===== src/rtl/snake_pkg.sv =====
// rtl/snake_pkg.sv - shared widths, requester indices and ROM address record for the digit-glyph ROM
package snake_pkg;
  localparam int NUMBER_SEL_W        = 4;
  localparam int NUMBER_CNT_W        = 8;
  localparam int REQ_TIME            = 0;
  localparam int REQ_SCORE           = 1;
  localparam int ROM_LATENCY_DEFAULT = 1;

  typedef struct packed {
    logic [NUMBER_SEL_W-1:0] number;
    logic [NUMBER_CNT_W-1:0] count;
  } rom_addr_t;
endpackage


===== src/rtl/rr_arbiter.sv =====
// rtl/rr_arbiter.sv - round-robin one-hot grant with a last-winner pointer
module rr_arbiter #(
  parameter int NUM_REQ = 2
) (
  input  logic               clk,
  input  logic               rst_n,
  input  logic               i_clear,
  input  logic [NUM_REQ-1:0] i_req,
  output logic [NUM_REQ-1:0] o_gnt
);
  localparam int               PTR_W    = (NUM_REQ > 1) ? $clog2(NUM_REQ) : 1;
  localparam logic [PTR_W-1:0] PTR_INIT = PTR_W'(NUM_REQ - 1);

  logic [PTR_W-1:0] r_last_ptr;
  logic [PTR_W-1:0] w_win;
  logic             w_found;

  function automatic logic [PTR_W-1:0] wrap_add(input logic [PTR_W-1:0] base, input int off);
    int s;
    s = int'(base) + off;
    if (s >= NUM_REQ) s = s - NUM_REQ;
    return PTR_W'(s);
  endfunction

  // Search starts just after the last winner, so the previous winner is checked last.
  always_comb begin
    w_win   = r_last_ptr;
    w_found = 1'b0;
    for (int k = 1; k <= NUM_REQ; k++) begin
      if (!w_found && i_req[wrap_add(r_last_ptr, k)]) begin
        w_found = 1'b1;
        w_win   = wrap_add(r_last_ptr, k);
      end
    end
  end

  always_comb begin
    o_gnt = '0;
    if (w_found && !i_clear && rst_n) o_gnt[w_win] = 1'b1;
  end

  always_ff @(posedge clk or negedge rst_n) begin
    if (!rst_n) begin
      r_last_ptr <= PTR_INIT;
    end else if (i_clear) begin
      r_last_ptr <= PTR_INIT;
    end else if (w_found) begin
      r_last_ptr <= w_win;
    end
  end
endmodule


===== src/rtl/number_rom_arbiter.sv =====
// rtl/number_rom_arbiter.sv - shares the digit-glyph ROM between number renderers, tags returned pixels
// Optional: NUMBER_ARB_OVERLAP_ERR_EN adds the sticky overlap_err output.
module number_rom_arbiter
  import snake_pkg::*;
#(
  parameter int NUM_REQ          = 2,
  parameter int ROM_LATENCY      = ROM_LATENCY_DEFAULT,
  parameter int CONFLICT_CNT_BIT = 8
) (
  input  logic                                clock_25,
  input  logic                                reset,
  input  logic                                sync_reset,
  input  logic [NUM_REQ-1:0]                  req,
  input  logic [NUMBER_SEL_W*NUM_REQ-1:0]     sel_number,
  input  logic [NUMBER_CNT_W*NUM_REQ-1:0]     sel_count,
  output logic [NUM_REQ-1:0]                  gnt,
  output logic [NUMBER_SEL_W-1:0]             rom_number,
  output logic [NUMBER_CNT_W-1:0]             rom_count,
  input  logic                                number_pixel,
  output logic                                pixel_out,
  output logic                                pixel_valid,
  output logic [NUM_REQ-1:0]                  pixel_owner,
  output logic [CONFLICT_CNT_BIT*NUM_REQ-1:0] conflict_cnt
`ifdef NUMBER_ARB_OVERLAP_ERR_EN
  ,
  output logic                                overlap_err
`endif
);
  logic                        w_xfer;
  rom_addr_t                   w_addr;
  rom_addr_t                   r_addr;
  logic [ROM_LATENCY:0]        r_tag_valid;
  logic [NUM_REQ-1:0]          r_tag_owner [ROM_LATENCY+1];
  logic [CONFLICT_CNT_BIT-1:0] r_conflict  [NUM_REQ];

  rr_arbiter #(.NUM_REQ(NUM_REQ)) u_rr_arbiter (
    .clk     (clock_25),
    .rst_n   (reset),
    .i_clear (sync_reset),
    .i_req   (req),
    .o_gnt   (gnt)
  );

  assign w_xfer = |(req & gnt);

  always_comb begin
    w_addr = '0;
    for (int i = 0; i < NUM_REQ; i++) begin
      if (gnt[i]) begin
        w_addr.number = sel_number[NUMBER_SEL_W*i +: NUMBER_SEL_W];
        w_addr.count  = sel_count[NUMBER_CNT_W*i +: NUMBER_CNT_W];
      end
    end
  end

  // w_addr is already zero without a grant, giving the idle address.
  always_ff @(posedge clock_25 or negedge reset) begin
    if (!reset) begin
      r_addr <= '0;
    end else if (sync_reset) begin
      r_addr <= '0;
    end else begin
      r_addr <= w_addr;
    end
  end

  assign rom_number = r_addr.number;
  assign rom_count  = r_addr.count;

  always_ff @(posedge clock_25 or negedge reset) begin
    if (!reset) begin
      r_tag_valid <= '0;
      for (int s = 0; s <= ROM_LATENCY; s++) r_tag_owner[s] <= '0;
    end else if (sync_reset) begin
      r_tag_valid <= '0;
      for (int s = 0; s <= ROM_LATENCY; s++) r_tag_owner[s] <= '0;
    end else begin
      for (int s = ROM_LATENCY; s >= 1; s--) begin
        r_tag_valid[s] <= r_tag_valid[s-1];
        r_tag_owner[s] <= r_tag_owner[s-1];
      end
      r_tag_valid[0] <= w_xfer;
      r_tag_owner[0] <= gnt;
    end
  end

  // A lookup emerging during a restart is discarded along with those still in flight.
  assign pixel_valid = r_tag_valid[ROM_LATENCY] & ~sync_reset;
  assign pixel_owner = pixel_valid ? r_tag_owner[ROM_LATENCY] : '0;
  assign pixel_out   = number_pixel & pixel_valid;

  always_ff @(posedge clock_25 or negedge reset) begin
    if (!reset) begin
      for (int i = 0; i < NUM_REQ; i++) r_conflict[i] <= '0;
    end else begin
      for (int i = 0; i < NUM_REQ; i++) begin
        if (sync_reset) begin
          r_conflict[i] <= '0;
        end else if (req[i] && !gnt[i] && !(&r_conflict[i])) begin
          r_conflict[i] <= r_conflict[i] + CONFLICT_CNT_BIT'(1);
        end
      end
    end
  end

  for (genvar gi = 0; gi < NUM_REQ; gi++) begin : g_cnt
    assign conflict_cnt[CONFLICT_CNT_BIT*gi +: CONFLICT_CNT_BIT] = r_conflict[gi];
  end

`ifdef NUMBER_ARB_OVERLAP_ERR_EN
  logic r_overlap_err;

  always_ff @(posedge clock_25 or negedge reset) begin
    if (!reset) begin
      r_overlap_err <= 1'b0;
    end else if (sync_reset) begin
      r_overlap_err <= 1'b0;
    end else if ($countones(req) > 1) begin
      r_overlap_err <= 1'b1;
    end
  end

  assign overlap_err = r_overlap_err;
`endif
endmodule


===== config.mk =====
export PLATFORM = sky130hd
export DESIGN_NAME = number_rom_arbiter
export DESIGN_NICKNAME = d
export VERILOG_FILES = /design/src/rtl/snake_pkg.sv /design/src/rtl/rr_arbiter.sv /design/src/rtl/number_rom_arbiter.sv
export SDC_FILE = /design/constraint.sdc
export NUM_CORES = 1
export LEC_CHECK = 0
export CORE_ASPECT_RATIO = 1.5
export CORE_MARGIN = 1
export CORE_UTILIZATION = 48
export CTS_BUF_LIST = sky130_fd_sc_hd__clkbuf_4
export CTS_CLUSTER_DIAMETER = 200
export CTS_CLUSTER_SIZE = 14
export DETAILED_ROUTE_END_ITERATION = 10
export PLACE_DENSITY = 0.87
export SETUP_SLACK_MARGIN = 0.5
export SLEW_MARGIN = 20
export SYNTH_ARGS = -nofsm -noshare
export SYNTH_HDL_FRONTEND = slang
export SYNTH_SLANG_ARGS = --single-unit

===== constraint.sdc =====
create_clock -name clock_25 -period 3.1 [get_ports clock_25]
set_clock_uncertainty 0.2 [all_clocks]
set_input_delay 0.93 -clock clock_25 [delete_from_list [all_inputs] [get_ports clock_25]]
set_output_delay 0.93 -clock clock_25 [all_outputs]
set_load 0.1 [all_outputs]

=== Yosys cells after proc, flatten, opt, wreduce, memory -nomap -nowiden ===
Cells that the tools add are included.

* Logic and storage cells: 69
* Flip-flop bits (word level): 35
* ROM bits: 0
* Memories: 0
* Memory bits (writable): 0
* Bits in latches: 0

* Reductions and logical operators: 20
* Eq/ne operators: 0
* Order comparisons: 6
* Muxes and demuxes: 25
* Shift operators: 0
* $mul: 0
* Bitwise logic cells: 4
* Divide/modulo/power cells: 0
* Add/sub/neg operators: 6

{| class="wikitable"
|+ Operator list
! kind !! count
|-
| $mux 12 || 3
|-
| $mux 8 || 4
|-
| $add 8x1->8 const B || 2
|-
| $reduce_and 8->1 || 2
|-
| $mux 1 || 13
|-
| $logic_and 1x1->1 || 8
|-
| $logic_not 1->1 || 6
|-
| $lt 1x2->1 const B || 3
|-
| $mux 2 || 3
|-
| $reduce_bool 2->1 || 3
|-
| $mux 4 || 1
|-
| $add 1x2->3 const B || 1
|-
| $ge 3x2->1 const B || 1
|-
| $add 1x1->2 const B || 1
|-
| $and 1x1->1 || 2
|-
| $and 2x2->2 || 1
|-
| $ge 2x2->1 const B || 1
|-
| $reduce_or 2->1 || 1
|-
| $sub 1x1->1 const B || 2
|-
| $demux 1 s1 || 1
|-
| $ge 1x1->1 const B || 1
|-
| $not 1->1 || 1
|}

=== Logic depth before layout (Yosys ltp) ===
* Depth after elaboration: 19
* Mapped depth: 5
* Depth with buffers taken out: 5

=== By module ===
From an unflattened synthesis, not the netlist that was laid out.

* Cell total of the unflattened synthesis: 155
* Area total of the unflattened synthesis: 1,702.9 µm²

{| class="wikitable"
|+ By module, submodules not included
! module !! cells each !! sequential area each (µm²) !! instances !! area each (µm²)
|-
| number_rom_arbiter || 148 || 850.8 || 1 || 1,634.1
|-
| rr_arbiter || 7 || 26.3 || 1 || 68.8
|}

=== Worst setup path before layout ===
No wires, ideal clock.

* Kind: input to output
* Start: in sync_reset
* End: out pixel_out
* Data arrival time: 3,434 ps
* Path slack: -1,464 ps
* Data required time: 1,970 ps
* Stages: 3
* Path buffers: 1
* Cell sequence: clkbuf_1 > nor2b_1 > and2_1

* Cells in the longest elaborated chain, start to end: 3

{| class="wikitable"
|+ RTL lines
! what !! line !! source
|-
| from (decl) || number_rom_arbiter.sv:12 || <nowiki>input logic sync_reset,</nowiki>
|-
| $not 1->1 || number_rom_arbiter.sv:88 || <nowiki>assign pixel_valid = r_tag_valid[ROM_LATENCY] & ~sync_reset;</nowiki>
|-
| $and 1x1->1 || number_rom_arbiter.sv:88 ||
|-
| via pixel_valid || number_rom_arbiter.sv:21 || <nowiki>output logic pixel_valid,</nowiki>
|-
| $and 1x1->1 || number_rom_arbiter.sv:90 || <nowiki>assign pixel_out = number_pixel & pixel_valid;</nowiki>
|-
| to (decl) || number_rom_arbiter.sv:20 || <nowiki>output logic pixel_out,</nowiki>
|}

The timed path passes the listed nets, and every way through them passes these cells.

=== Worst setup path after layout ===
* Start: in sync_reset
* End: out pixel_out

* Cells in the longest elaborated chain, start to end: 3

{| class="wikitable"
|+ RTL lines
! what !! line
|-
| $not 1->1 || number_rom_arbiter.sv:88
|-
| $and 1x1->1 || number_rom_arbiter.sv:88
|-
| $and 1x1->1 || number_rom_arbiter.sv:90
|}

Every way passes these cells.

==> metrics <==
RSZ-0062 raised after global routing true; Cell variety after synth 41; drt total wl about 4200 um; total track usage 0.253; Tmin final roughly 2.7 ns; #FFs+latches synth 35; final setup fails 0; Cell Pwr Density roughly 370 nW/um^2; critical path endpoint category primary output; final net count 265; Synth Flop Type dfrtp_1; total gr overflow 0; Synth area leaders dfrtp_1 (52%), a22o_1 (6.5%), nor2b_1 (3.1%), nor2_1 (2.8%), mux2i_1 (2.5%); Power Internal about 650 uW; hpwl dp approximately 3100 um; I/O pins 64; Arr. time, crit path 1.62 ns; P&R area growth vs syn 57.4%; Worst Setup Slack post-DPL -0.166 ns; placed inst area 2450 sq um; r2r setup slk 1.04 ns; hold path startpoint r_tag_valid[0]; r2r startpoint u_rr_arbiter.r_last_ptr; Mapped Area 1620 sq um; worst setup path category input pin to primary output; setup TNS 0 ns; Mean Syn Cell Area 11.2 sq um; worst skew pair latency 0.33 ns; Slew @ Worst Pin roughly 0.41 ns; Starting Density 0.509; Synth Area in Compound Gates 0.194; DRC viols 0; Post-Synth Simple-Gate Area 0.191; die height 73.2 um; # H-tree levels 2; Worst Path Required ~2.0 ns; crit share post-route 0.886; clk slew on worst S/H paths 0.10 ns; register area share after synthesis 0.540; core box area about 3200 sq um; register share of total power 0.506; die width 49.5 um; Sw Pwr 306 uW; worst vdd ir 0.336 mV; clock sinks 35; fillers 209; RD Place Congestion 0.862; Final Cell Area 2550 sq um; syn nets 177; Root Buffer clkbuf_4; async set or reset register ratio after synthesis 1.00; CP max FO 4; commonest cells in the synthesized netlist dfrtp_1 (34), a22o_1 (12), nor2_1 (12); highest clock rate 364 MHz; Final Power 951 uW; DR iter-0 viols 45; clock power share 0.233; CP startpoint kind input pin; mux cell area share after synthesis 0.0316; # hold bufs at CTS 0; post-DR vias/cell 5.57; Adder-Cell Fraction of Synth Area 0.0154; share of post-route cells with drive strength above 1 0.365; Site Rows 25; clk buf depth 2; routed via count 1520; final hold vios 0; largest net degree at the start of global routing 28; Yosys warnings 0; die area 3620 sq um; FF-to-FF path depth 6; Hold Path Cell Cnt 1; HP Class flip-flop to flip-flop; max-cap viol count 0; Slew HR 0.727; vias in the first global route 1516; post-route ant nets 0; DRT Pass-1 Iters 4; diode count 0; Worst Hold End r_tag_valid[1]; area leader, netlist dfrtp_1; EDFF count, synth 0; fin cells 273; status finished, final reports clean; Inst Count DP between 200 and 300; top-count cell post-synth dfrtp_1; Final WS setup 0.355 ns; Worst R2R End conflict_cnt[5]; Sw Share 0.321; initial antenna violation count 0; CTS buffer count 5; Routed WL per cell 15.6 um; area share of the largest cell type after synthesis 0.524; first-pass GRT wire length 6910 um; IO Port Bufs 63; cells after synthesis 145; CTS tree built; Post-Synth XOR/XNOR Area 0.00540; Logic pwr share 0.261; largest family of logic cells by synthesized area compound AO/OA/AOI/OAI gates; Final Slew Violations 0; Lkg Pwr 1.22 nW
==> flip-flops by register name, indices dropped and copies added (netlist names) <==
register,flops
r_tag_valid,2
conflict_cnt,16
rom_count,8
rom_number,4
r_tag_owner,4
u_rr_arbiter.r_last_ptr,1
==> cell usage in the layout (no fill, tap or decap), types with 2 or more instances in the layout <==
cell             netlist  final
buf_4                  0     47
dfrtp_1               34     34
clkdlybuf4s50_1        0     24
a22o_1                12     12
nor2_1                12     11
a21oi_1                7      7
nor2b_1                8      6
buf_12                 0      6
inv_1                  5      5
nand3_1                5      5
nand2_1                6      5
clkbuf_4               0      5
and2_4                 0      4
mux2i_1                4      4
o21ai_0                4      4
or3_1                  4      4
buf_6                  0      4
nor2b_4                0      2
nor3_1                 3      2
and4_1                 2      2
and3_1                 2      2
a211oi_1               2      2
nand4_1                2      2
o21bai_1               2      2
a31oi_1                2      2
ha_1                   2      2
buf_8                  0      2
==> what timing repair did <==
item	in CTS	in global routing
pin swaps	4	5
buffers inserted	3	2
setup endpoints to repair	6	6
resized for setup	23	1
==> layout make-up <==
type,instances,area [sq um],share of cell area
timing repair buffer,85,802,0.314
clock inverter,2,8.76,0.00343
inverter,5,18.8,0.00735
sequential,35,877,0.343
clock buffer,5,37.5,0.0147
multi-input combinational,101,761,0.298
tap,40,50.0,0.0196
==> routing by layer <==
metal	part of all wire	wire length (um)	global-route usage	vias to the layer above
li1	-	-	-	714
met1	0.39	1650	0.282	736
met2	0.54	2310	0.476	62
met3	0.049	210	0.0438	8
met4	0.017	72	0.0921	0
met5	0	0	0	-
==> worst max path at each step <==
stage / cells after the start / from / end
floorplan: 3 / sync_reset / pixel_out
global placement: 5 / sync_reset / pixel_owner[1]
detailed placement: 5 / sync_reset / pixel_out
CTS: 5 / req[1] / gnt[0]
global route: 5 / sync_reset / pixel_out
finish: 5 / sync_reset / pixel_out
==> cell families after synthesis <==
group | after synthesis
multiplexers | 5
flip-flops | 35
buffers and inverters | 9
AO/OA/AOI/OAI | 38
AND/OR/NAND/NOR | 55
adder cells (fa/ha/maj) | 2
XOR/XNOR | 1
==> power by group through the flow <==
stage | Sequential (mW) | Clock, mW | Combinational, mW
3_3_place_gp | 0.489 | 0 | 0.238
3_5_place_dp | 0.490 | 0 | 0.242
2_1_floorplan | 0.572 | 0 | 0.0637
6_report | 0.481 | 0.221 | 0.249
4_1_cts | 0.481 | 0.228 | 0.248
5_1_grt | 0.483 | 0.246 | 0.262
==> critical path, stage by stage <==
cell and delay, ns:
buf_8 0.11, buf_6 0.11, nor2b_4 0.13, and2_4 0.17
buf_12 0.16
==> through the flow <==
step           hold WS, ns  utilization
4_1_cts              0.289        0.795
5_1_grt              0.318        0.801
3_3_place_gp         0.247        0.768
2_1_floorplan        0.239            -
3_5_place_dp         0.260        0.768
6_report             0.281        0.801
Note: power is estimated with default switching activity, not from simulation.
